<file path="src/rtl/mips_ctrl_pkg.sv">
// Shared encodings for the multicycle MIPS control FSM and the ALUControl unit.
package mips_ctrl_pkg;

    localparam int unsigned OP_W    = 6;
    localparam int unsigned ALUOP_W = 4;
    localparam int unsigned STATE_W = 4;

    typedef enum logic [STATE_W-1:0] {
        StInit    = 4'd0,
        StFetch   = 4'd1,
        StDecode  = 4'd2,
        StMemAddr = 4'd3,
        StMemRd   = 4'd4,
        StMemWb   = 4'd5,
        StMemWr   = 4'd6,
        StExecR   = 4'd7,
        StExecI   = 4'd8,
        StAluWb   = 4'd9,
        StBranch  = 4'd10,
        StJump    = 4'd11
    } state_e;

    localparam logic [OP_W-1:0] OP_RTYPE = 6'h00;
    localparam logic [OP_W-1:0] OP_J     = 6'h02;
    localparam logic [OP_W-1:0] OP_BEQ   = 6'h04;
    localparam logic [OP_W-1:0] OP_BNE   = 6'h05;
    localparam logic [OP_W-1:0] OP_ADDI  = 6'h08;
    localparam logic [OP_W-1:0] OP_ANDI  = 6'h0C;
    localparam logic [OP_W-1:0] OP_ORI   = 6'h0D;
    localparam logic [OP_W-1:0] OP_LUI   = 6'h0F;
    localparam logic [OP_W-1:0] OP_LW    = 6'h23;
    localparam logic [OP_W-1:0] OP_SW    = 6'h2B;

    localparam logic [ALUOP_W-1:0] ALUOP_ADD   = 4'h0;
    localparam logic [ALUOP_W-1:0] ALUOP_SUB   = 4'h1;
    localparam logic [ALUOP_W-1:0] ALUOP_ADDI  = 4'h2;
    localparam logic [ALUOP_W-1:0] ALUOP_ANDI  = 4'h3;
    localparam logic [ALUOP_W-1:0] ALUOP_ORI   = 4'h4;
    localparam logic [ALUOP_W-1:0] ALUOP_LUI   = 4'h5;
    localparam logic [ALUOP_W-1:0] ALUOP_RTYPE = 4'h7;

    typedef struct packed {
        logic               pc_write;
        logic               pc_write_cond_eq;
        logic               pc_write_cond_ne;
        logic               iord;
        logic               mem_read;
        logic               mem_write;
        logic               ir_write;
        logic               mem_to_reg;
        logic               reg_dst;
        logic               reg_write;
        logic               alu_src_a;
        logic [1:0]         alu_src_b;
        logic [1:0]         pc_source;
        logic [ALUOP_W-1:0] alu_op;
        logic               retire;
    } ctrl_t;

    function automatic logic op_is_legal(input logic [OP_W-1:0] op);
        case (op)
            OP_RTYPE, OP_J, OP_BEQ, OP_BNE, OP_ADDI,
            OP_ANDI, OP_ORI, OP_LUI, OP_LW, OP_SW: return 1'b1;
            default:                               return 1'b0;
        endcase
    endfunction

    function automatic logic [ALUOP_W-1:0] imm_alu_op(input logic [OP_W-1:0] op);
        case (op)
            OP_ANDI: return ALUOP_ANDI;
            OP_ORI:  return ALUOP_ORI;
            OP_LUI:  return ALUOP_LUI;
            default: return ALUOP_ADDI;
        endcase
    endfunction

endpackage

</file>
<file path="src/rtl/multicycle_control_fsm_if.sv">
// Control bundle between the multicycle sequencer (master) and the datapath (slave).
interface multicycle_control_fsm_if;
    import mips_ctrl_pkg::*;

    logic [OP_W-1:0]    OP;
    logic               mem_ready;
    logic               PCWrite;
    logic               PCWriteCondEQ;
    logic               PCWriteCondNE;
    logic               IorD;
    logic               MemRead;
    logic               MemWrite;
    logic               IRWrite;
    logic               MemtoReg;
    logic               RegDst;
    logic               RegWrite;
    logic               ALUSrcA;
    logic [1:0]         ALUSrcB;
    logic [1:0]         PCSource;
    logic [ALUOP_W-1:0] ALUOp;
    logic               retire;
    logic               illegal_op;

    modport master (
        input  OP, mem_ready,
        output PCWrite, PCWriteCondEQ, PCWriteCondNE, IorD, MemRead, MemWrite, IRWrite,
               MemtoReg, RegDst, RegWrite, ALUSrcA, ALUSrcB, PCSource, ALUOp, retire,
               illegal_op
    );

    modport slave (
        output OP, mem_ready,
        input  PCWrite, PCWriteCondEQ, PCWriteCondNE, IorD, MemRead, MemWrite, IRWrite,
               MemtoReg, RegDst, RegWrite, ALUSrcA, ALUSrcB, PCSource, ALUOp, retire,
               illegal_op
    );

endinterface

</file>
<file path="src/rtl/mcfsm_output_decode.sv">
// Combinational state+opcode to control-word decoder. Moore except for the
// mem_ready-gated strobes that complete a memory access in the same cycle.
module mcfsm_output_decode
    import mips_ctrl_pkg::*;
(
    input  state_e          i_state,
    input  logic [OP_W-1:0] i_op,
    input  logic            i_mem_ready,
    output ctrl_t           o_ctrl
);

    always_comb begin
        o_ctrl        = '0;
        o_ctrl.alu_op = ALUOP_ADD;
        case (i_state)
            StFetch: begin
                o_ctrl.mem_read  = 1'b1;
                o_ctrl.alu_src_b = 2'd1;
                o_ctrl.ir_write  = i_mem_ready;
                o_ctrl.pc_write  = i_mem_ready;
            end
            StDecode: begin
                o_ctrl.alu_src_b = 2'd3;
                o_ctrl.retire    = ~op_is_legal(i_op);
            end
            StMemAddr: begin
                o_ctrl.alu_src_a = 1'b1;
                o_ctrl.alu_src_b = 2'd2;
            end
            StMemRd: begin
                o_ctrl.mem_read = 1'b1;
                o_ctrl.iord     = 1'b1;
            end
            StMemWb: begin
                o_ctrl.reg_write  = 1'b1;
                o_ctrl.mem_to_reg = 1'b1;
                o_ctrl.retire     = 1'b1;
            end
            StMemWr: begin
                o_ctrl.mem_write = 1'b1;
                o_ctrl.iord      = 1'b1;
                o_ctrl.retire    = i_mem_ready;
            end
            StExecR: begin
                o_ctrl.alu_src_a = 1'b1;
                o_ctrl.alu_op    = ALUOP_RTYPE;
            end
            StExecI: begin
                o_ctrl.alu_src_a = 1'b1;
                o_ctrl.alu_src_b = 2'd2;
                o_ctrl.alu_op    = imm_alu_op(i_op);
            end
            StAluWb: begin
                o_ctrl.reg_write = 1'b1;
                o_ctrl.reg_dst   = (i_op == OP_RTYPE);
                o_ctrl.retire    = 1'b1;
            end
            StBranch: begin
                o_ctrl.alu_src_a        = 1'b1;
                o_ctrl.alu_op           = ALUOP_SUB;
                o_ctrl.pc_source        = 2'd1;
                o_ctrl.pc_write_cond_eq = (i_op == OP_BEQ);
                o_ctrl.pc_write_cond_ne = (i_op == OP_BNE);
                o_ctrl.retire           = 1'b1;
            end
            StJump: begin
                o_ctrl.pc_write  = 1'b1;
                o_ctrl.pc_source = 2'd2;
                o_ctrl.retire    = 1'b1;
            end
            default: ;
        endcase
    end

endmodule

</file>
<file path="src/rtl/multicycle_control_fsm.sv">
// Multicycle MIPS sequencer: state register, next-state logic and the sticky
// illegal-opcode flag; control outputs come from mcfsm_output_decode.
module multicycle_control_fsm
    import mips_ctrl_pkg::*;
(
    input logic                      clk,
    input logic                      reset,
    multicycle_control_fsm_if.master ctrl_if
);

    state_e r_state;
    logic   r_illegal_op;
    ctrl_t  w_ctrl;

    mcfsm_output_decode u_decode (
        .i_state     (r_state),
        .i_op        (ctrl_if.OP),
        .i_mem_ready (ctrl_if.mem_ready),
        .o_ctrl      (w_ctrl)
    );

    always_ff @(posedge clk or posedge reset) begin
        if (reset) begin
            r_state      <= StInit;
            r_illegal_op <= 1'b0;
        end else begin
            case (r_state)
                StInit:  r_state <= StFetch;
                StFetch: if (ctrl_if.mem_ready) r_state <= StDecode;
                StDecode: begin
                    case (ctrl_if.OP)
                        OP_LW, OP_SW:                     r_state <= StMemAddr;
                        OP_RTYPE:                         r_state <= StExecR;
                        OP_ADDI, OP_ANDI, OP_ORI, OP_LUI: r_state <= StExecI;
                        OP_BEQ, OP_BNE:                   r_state <= StBranch;
                        OP_J:                             r_state <= StJump;
                        default: begin
                            r_illegal_op <= 1'b1;
                            r_state      <= StFetch;
                        end
                    endcase
                end
                StMemAddr: r_state <= (ctrl_if.OP == OP_LW) ? StMemRd : StMemWr;
                StMemRd:   if (ctrl_if.mem_ready) r_state <= StMemWb;
                StMemWb:   r_state <= StFetch;
                StMemWr:   if (ctrl_if.mem_ready) r_state <= StFetch;
                StExecR:   r_state <= StAluWb;
                StExecI:   r_state <= StAluWb;
                StAluWb:   r_state <= StFetch;
                StBranch:  r_state <= StFetch;
                StJump:    r_state <= StFetch;
                // Unused encodings fall back to a clean restart.
                default:   r_state <= StInit;
            endcase
        end
    end

    assign ctrl_if.PCWrite       = w_ctrl.pc_write;
    assign ctrl_if.PCWriteCondEQ = w_ctrl.pc_write_cond_eq;
    assign ctrl_if.PCWriteCondNE = w_ctrl.pc_write_cond_ne;
    assign ctrl_if.IorD          = w_ctrl.iord;
    assign ctrl_if.MemRead       = w_ctrl.mem_read;
    assign ctrl_if.MemWrite      = w_ctrl.mem_write;
    assign ctrl_if.IRWrite       = w_ctrl.ir_write;
    assign ctrl_if.MemtoReg      = w_ctrl.mem_to_reg;
    assign ctrl_if.RegDst        = w_ctrl.reg_dst;
    assign ctrl_if.RegWrite      = w_ctrl.reg_write;
    assign ctrl_if.ALUSrcA       = w_ctrl.alu_src_a;
    assign ctrl_if.ALUSrcB       = w_ctrl.alu_src_b;
    assign ctrl_if.PCSource      = w_ctrl.pc_source;
    assign ctrl_if.ALUOp         = w_ctrl.alu_op;
    assign ctrl_if.retire        = w_ctrl.retire;
    assign ctrl_if.illegal_op    = r_illegal_op;

endmodule

</file>
<file path="src/flat_wrapper.sv">
// flat-port wrapper written by rule: the top's interface ports become plain ports
module multicycle_control_fsm_flat import mips_ctrl_pkg::*;
  (clk, reset, ctrl_if_OP, ctrl_if_mem_ready, ctrl_if_PCWrite, ctrl_if_PCWriteCondEQ, ctrl_if_PCWriteCondNE, ctrl_if_IorD, ctrl_if_MemRead, ctrl_if_MemWrite, ctrl_if_IRWrite, ctrl_if_MemtoReg, ctrl_if_RegDst, ctrl_if_RegWrite, ctrl_if_ALUSrcA, ctrl_if_ALUSrcB, ctrl_if_PCSource, ctrl_if_ALUOp, ctrl_if_retire, ctrl_if_illegal_op);
  multicycle_control_fsm_if ctrl_if_i ();
  input logic clk;
  input logic reset;
  input wire logic [$bits(ctrl_if_i.OP)-1:0] ctrl_if_OP;
  input wire logic [$bits(ctrl_if_i.mem_ready)-1:0] ctrl_if_mem_ready;
  output wire logic [$bits(ctrl_if_i.PCWrite)-1:0] ctrl_if_PCWrite;
  output wire logic [$bits(ctrl_if_i.PCWriteCondEQ)-1:0] ctrl_if_PCWriteCondEQ;
  output wire logic [$bits(ctrl_if_i.PCWriteCondNE)-1:0] ctrl_if_PCWriteCondNE;
  output wire logic [$bits(ctrl_if_i.IorD)-1:0] ctrl_if_IorD;
  output wire logic [$bits(ctrl_if_i.MemRead)-1:0] ctrl_if_MemRead;
  output wire logic [$bits(ctrl_if_i.MemWrite)-1:0] ctrl_if_MemWrite;
  output wire logic [$bits(ctrl_if_i.IRWrite)-1:0] ctrl_if_IRWrite;
  output wire logic [$bits(ctrl_if_i.MemtoReg)-1:0] ctrl_if_MemtoReg;
  output wire logic [$bits(ctrl_if_i.RegDst)-1:0] ctrl_if_RegDst;
  output wire logic [$bits(ctrl_if_i.RegWrite)-1:0] ctrl_if_RegWrite;
  output wire logic [$bits(ctrl_if_i.ALUSrcA)-1:0] ctrl_if_ALUSrcA;
  output wire logic [$bits(ctrl_if_i.ALUSrcB)-1:0] ctrl_if_ALUSrcB;
  output wire logic [$bits(ctrl_if_i.PCSource)-1:0] ctrl_if_PCSource;
  output wire logic [$bits(ctrl_if_i.ALUOp)-1:0] ctrl_if_ALUOp;
  output wire logic [$bits(ctrl_if_i.retire)-1:0] ctrl_if_retire;
  output wire logic [$bits(ctrl_if_i.illegal_op)-1:0] ctrl_if_illegal_op;
  assign ctrl_if_i.OP = ctrl_if_OP;
  assign ctrl_if_i.mem_ready = ctrl_if_mem_ready;
  assign ctrl_if_PCWrite = ctrl_if_i.PCWrite;
  assign ctrl_if_PCWriteCondEQ = ctrl_if_i.PCWriteCondEQ;
  assign ctrl_if_PCWriteCondNE = ctrl_if_i.PCWriteCondNE;
  assign ctrl_if_IorD = ctrl_if_i.IorD;
  assign ctrl_if_MemRead = ctrl_if_i.MemRead;
  assign ctrl_if_MemWrite = ctrl_if_i.MemWrite;
  assign ctrl_if_IRWrite = ctrl_if_i.IRWrite;
  assign ctrl_if_MemtoReg = ctrl_if_i.MemtoReg;
  assign ctrl_if_RegDst = ctrl_if_i.RegDst;
  assign ctrl_if_RegWrite = ctrl_if_i.RegWrite;
  assign ctrl_if_ALUSrcA = ctrl_if_i.ALUSrcA;
  assign ctrl_if_ALUSrcB = ctrl_if_i.ALUSrcB;
  assign ctrl_if_PCSource = ctrl_if_i.PCSource;
  assign ctrl_if_ALUOp = ctrl_if_i.ALUOp;
  assign ctrl_if_retire = ctrl_if_i.retire;
  assign ctrl_if_illegal_op = ctrl_if_i.illegal_op;
  multicycle_control_fsm u_core (.clk(clk), .reset(reset), .ctrl_if(ctrl_if_i));
endmodule
</file>
<file path="config.mk">
export PLATFORM = sky130hd
export DESIGN_NAME = multicycle_control_fsm_flat
export DESIGN_NICKNAME = d
export VERILOG_FILES = /design/src/rtl/mips_ctrl_pkg.sv /design/src/rtl/multicycle_control_fsm_if.sv /design/src/rtl/mcfsm_output_decode.sv /design/src/rtl/multicycle_control_fsm.sv /design/src/flat_wrapper.sv
export SDC_FILE = /design/constraint.sdc
export NUM_CORES = 1
export LEC_CHECK = 0
export BUFFER_PORTS_ARGS = -buffer_cell sky130_fd_sc_hd__buf_2
export CAP_MARGIN = 40
export CELL_PAD_IN_SITES_DETAIL_PLACEMENT = 2
export CELL_PAD_IN_SITES_GLOBAL_PLACEMENT = 2
export CORE_ASPECT_RATIO = 1.4
export CORE_MARGIN = 2
export CORE_UTILIZATION = 22
export DETAILED_ROUTE_END_ITERATION = 6
export GPL_TIMING_DRIVEN = 1
export PLACE_DENSITY = 0.73
export RECOVER_POWER = 100
export SYNTH_ARGS = -nofsm -noshare
export SYNTH_HDL_FRONTEND = slang
export SYNTH_SLANG_ARGS = --single-unit
export TNS_END_PERCENT = 50
</file>
<file path="constraint.sdc">
create_clock -name clk -period 1.25 [get_ports clk]
set_clock_uncertainty 0.05 [all_clocks]
set_input_delay 0.125 -clock clk [delete_from_list [all_inputs] [get_ports clk]]
set_output_delay 0.125 -clock clk [all_outputs]
set_load 0.1 [all_outputs]
</file>
==> results by group, run 1 <==
Placed design
  • Placed cells: 200
  • Final HPWL DP: 3.357 mm
  • Pre-CTS setup slack: -0.5337 ns
  • I/O Buffers: 28
  • Gpl congestion: 0.7943

Clock network
  • Bufs on Longest Clock Path: 2
  • TritonCTS Buffers: 3
  • Clock sink count: 5
  • CTS Root Buffer Type: clkbuf_8
  • H-tree depth: 1

GRT
  • Pin count of the biggest net entering global routing: 13
  • Initial antenna violation count: 0

Synth
  • Seq/Total Area, Yosys: 17.06%
  • Post-synth ARST share: 100.0%
  • Synth Flop Type: dfrtp_1
  • Mapped Cells: 107
  • Synth cell types: 41
  • Syn_nets: 116
  • Synthesized area per cell: 6.852 µm²
  • Post-synth EDFFs: 0
  • Cell area after synthesis: 733.2 µm²
  • #FFs+latches synth: 5
  • Yosys warnings: 0

Outcome
  • Stop err: [ERROR DPL-0033] detailed placement checks failed during check placement.
  • Status: aborted with a tool error
  • Stop stage: global routing (5_1_grt)

Floorplanning
  • IO Pins: 30
  • Chip Width: 52.79 µm
  • Cell Rows: 24
  • Die H: 72.31 µm
  • Initial Util: 23.25%

Timing
  • Worst_ep grt: ctrl_if_PCWriteCondEQ
  • Worst ep type: output port
==> synth_stat cells, types with 2 or more instances <==
master | instances | share of area [%]
inv_1 | 5 | 2.6
xnor2_1 | 2 | 2.4
nand2_1 | 9 | 4.6
clkbuf_1 | 3 | 1.5
nor3_1 | 6 | 4.1
dfrtp_1 | 5 | 17
o21ai_0 | 6 | 4.1
buf_2 | 5 | 3.4
o21ai_1 | 3 | 2.0
a21oi_1 | 7 | 4.8
nor2_1 | 13 | 6.7
o31ai_1 | 3 | 3.1
nand4_1 | 3 | 2.6
nor2b_1 | 3 | 2.6
nand2b_1 | 6 | 5.1
buf_6 | 2 | 3.1
nor4_1 | 2 | 1.7
==> metrics by stage <==
step | hold slack [ns] | instance area (µm²)
3_5_place_dp | -0.003569 | 1617
3_3_place_gp | -0.01832 | 1617
4_1_cts | 0.3160 | 1838
2_1_floorplan | -0.1465 | 952.2
==> logic make-up after synthesis <==
logic type | after synthesis | synth area share (%)
AOI/OAI and AO/OA | 28 | 25.43
xor gates and xnor gates | 3 | 3.584
adders and majority gates | 1 | 1.365
buffers and inverters | 17 | 12.12
DFF | 5 | 17.06
muxes | 1 | 1.536
other | 1 | 0.5115
and+or+nand+nor | 51 | 38.40
==> what timing repair did <==
action | in CTS
pin swaps | 8
endpoints found under the hold margin | 5
cloned | 1
hold buffers | 1
setup endpoints to repair | 24
buffers inserted | 5
resized for setup | 28
==> run 2, diff against run 1 <==
--- a/config.mk
+++ b/config.mk
@@ -7,14 +7,11 @@
 export LEC_CHECK = 0
 export BUFFER_PORTS_ARGS = -buffer_cell sky130_fd_sc_hd__buf_2
 export CAP_MARGIN = 40
-export CELL_PAD_IN_SITES_DETAIL_PLACEMENT = 2
-export CELL_PAD_IN_SITES_GLOBAL_PLACEMENT = 2
-export CORE_ASPECT_RATIO = 1.4
-export CORE_MARGIN = 2
-export CORE_UTILIZATION = 22
+export CORE_AREA = 2 2 63 65
 export DETAILED_ROUTE_END_ITERATION = 6
+export DIE_AREA = 0 0 65 67
 export GPL_TIMING_DRIVEN = 1
-export PLACE_DENSITY = 0.73
+export PLACE_DENSITY_LB_ADDON = 0.15
 export RECOVER_POWER = 100
 export SYNTH_ARGS = -nofsm -noshare
 export SYNTH_HDL_FRONTEND = slang
==> constraint.sdc (replaced) <==
create_clock -name clk -period 1.6 [get_ports clk]
set_clock_uncertainty 0.05 [all_clocks]
set_input_delay 0.16 -clock clk [delete_from_list [all_inputs] [get_ports clk]]
set_output_delay 0.16 -clock clk [all_outputs]
set_load 0.1 [all_outputs]
==> run 2 against run 1 <==
Net effect:
- area after synthesis unchanged
- the flow now finishes, with violations (setup timing)
- synthesized cell count is the same
==> results by group, run 2 <==
Synth
  • Post-synth ARST share: 100.0%
  • Post-synth EDFFs: 0
  • Cell area after synthesis: 733.2 µm²
  • Synth top area share: 17.06%
  • #FFs+latches synth: 5
  • Synth top area cells: dfrtp_1 (17%), nor2_1 (6.7%), nand2b_1 (5.1%), a21oi_1 (4.8%), nand2_1 (4.6%)
  • Seq/Total Area, Yosys: 17.06%
  • Mapped Cells: 107
  • Synth cell types: 41
  • Largest area contributor in the netlist: dfrtp_1
  • Count leader, synth: nor2_1
  • Syn_nets: 116
  • Synth cell count leaders: nor2_1 (13), nand2_1 (9), a21oi_1 (7)
  • Yosys warnings: 0
  • Synth Flop Type: dfrtp_1
  • Synthesized area per cell: 6.852 µm²

Clock network
  • H-tree depth: 1
  • Worst-path clk slew: 0.04 ns
  • Worst skew pair latency: 0.22 ns
  • Clock sink count: 5
  • Bufs on Longest Clock Path: 2
  • TritonCTS Buffers: 3
  • CTS Root Buffer Type: clkbuf_8
  • CTS tree: built

Placed design
  • Gpl congestion: 0.7964
  • Final HPWL DP: 1.997 mm
  • I/O Buffers: 28

Outcome
  • Status: complete, but fails checks
  • Failing checks: setup timing

Layout
  • Biggest register: u_core.r_state
  • P&R area growth vs syn: 128.8%
  • Fill cells: 351
  • Most frequent cells in the layout: buf_4 (25), buf_12 (19), nor2_2 (8), buf_2 (8), nand2_1 (7)
  • Largest register FFs: 4
  • Layout cells sized above 1: 64.33%
  • Most common cell after layout, fill and taps aside: buf_4
  • N_diodes: 0
  • Utilization after layout: 46.53%
  • NumNets Final: 167
  • Area of the multi-input gates: 757.0 µm²
  • Sequential Area: 128.9 µm²

Worst setup path
  • R2R setup slack: 0.10 ns
  • Critical Path Slowest Stage Cell: dfrtp_1
  • Delay-heaviest family, CP: simple AND/OR/NAND/NOR gates
  • CP Cell Sequence: nand2b_4 -> nor3_4 -> nand4_1 -> nand2_2 -> buf_12
  • Critical Path AT: 1.48 ns
  • Setup crit start kind: register
  • Worst path bufs/invs: 1
  • CP max FO: 3
  • Worst path max stage delay: 0.39 ns
  • Setup Crit Path Kind: reg -> out
  • CP Capture Type: output port
  • Critical Path RT: 1.39 ns

Timing
  • Final Hold Vio Count: 0
  • Final period utilization: 105.5%
  • Max-slew headroom: 63.98%
  • Least-Margin Pin Slew: 0.5427 ns
  • Setup TNS: -0.4855 ns
  • Min setup slack post-route: -0.08859 ns
  • FMAX: 0.5922 GHz
  • Setup violators final: 10
  • Min Clock Period, post-route: 1.689 ns
  • RSZ-0062 raised after global routing: yes
  • Pins Over Slew Limit: 0

Routing
  • Via density: 4.576
  • Vias: 938
  • WL per Instance: 12.80 µm
  • # DRC: 0
  • DRT antenna net count: 0
  • Initial DRT Pass Iterations: 4
  • Initial DRC count: 27
  • Wirelength, routed: 2.623 mm

GRT
  • First-pass GRT wire length: 4.333 mm
  • Number of global-route vias before repair: 913
  • Total track usage: 12.60%
  • Initial antenna violation count: 0
  • Pin count of the biggest net entering global routing: 14
  • Total congestion overflow: 0

Floorplanning
  • IO Pins: 30
  • Chip Width: 65 µm
  • Die Area: 4355 µm²
  • Cell Rows: 22
  • Initial Util: 20.33%
  • Core footprint: 3606 µm²
  • Die H: 67 µm

Flow run
  • Max Cap Viol: 0

Worst hold path
  • Min-delay worst type: in -> reg
## run 2: cell counts after synthesis
No cell type changed its count.
## run 2: final timing paths
path / start / endpoint / cells past startpoint
setup / recovery: u_core.r_state[0] / ctrl_if_retire / 5
setup reg to reg: u_core.r_state[0] / u_core.r_state[1] / 6
hold / removal: ctrl_if_mem_ready / u_core.r_state[2] / 4
min in group asynchronous: reset / u_core.r_state[0] / 3
hold reg to reg: u_core.ctrl_if.illegal_op / u_core.ctrl_if.illegal_op / 1
max in group asynchronous: reset / u_core.r_state[2] / 3
## run 2: area by class of cell
class	instances	share of cell area, %
clock buffer	4	2.685
inverter	5	1.119
multi-input combinational	85	45.12
sequential	5	7.681
tap	48	3.579
timing repair buffer	58	39.82
## run 2: worst register-to-register path, cell delays in order, from the launching register on
cell	delay (ns)
dfrtp_1	0.39
nand2b_4	0.16
nor3_4	0.20
buf_4	0.14
buf_4	0.09
nand3b_1	0.09
a311oi_2	0.28
## run 2: kinds of logic (layout without fill, tap and decap cells)
family	after synthesis	after routing	share of synthesized area, %
adder cells (fa/ha/maj)	1	1	1.365
AND/OR/NAND/NOR	51	51	38.40
flip-flops	5	5	17.06
multiplexers	1	1	1.536
XOR/XNOR	3	3	3.584
AO/OA/AOI/OAI	28	28	25.43
other	1	1	0.5115
buffers and inverters	17	67	12.12
## run 2: metrics by stage
step                      hold slack [ns]  cells  instance area (µm²)  setup slack, ns
after global placement            0.01105    191                 1458          0.03899
final                              0.2735    205                 1678         -0.08859
after detailed placement          0.01152    191                 1458          0.03185
after global routing               0.2993    205                 1678          -0.1532
after floorplan                   -0.1115    107                932.1          -0.5020
after CTS                          0.2689    202                 1605          -0.1045
## run 2: timing repair
action	CTS	global route
resized for setup	14	10
setup endpoints to repair	15	14
hold buffers	1	0
setup buffers	6	3
gates cloned	0	0
hold endpoints to repair	5	0
pin swaps	9	9
## run 2: routing by layer
layer / share of wire [%] / GRT usage [%] / vias to the layer above
li1: - / - / 476
met1: 42 / 16.23 / 441
met2: 54 / 22.94 / 21
met3: 3.8 / 1.520 / 0
met4: 0 / 1.596 / 0
met5: 0 / 0 / -
Power of run 2 is not shown: default switching activity piles up to over one toggle a cycle in this logic, so the estimate is an artifact.
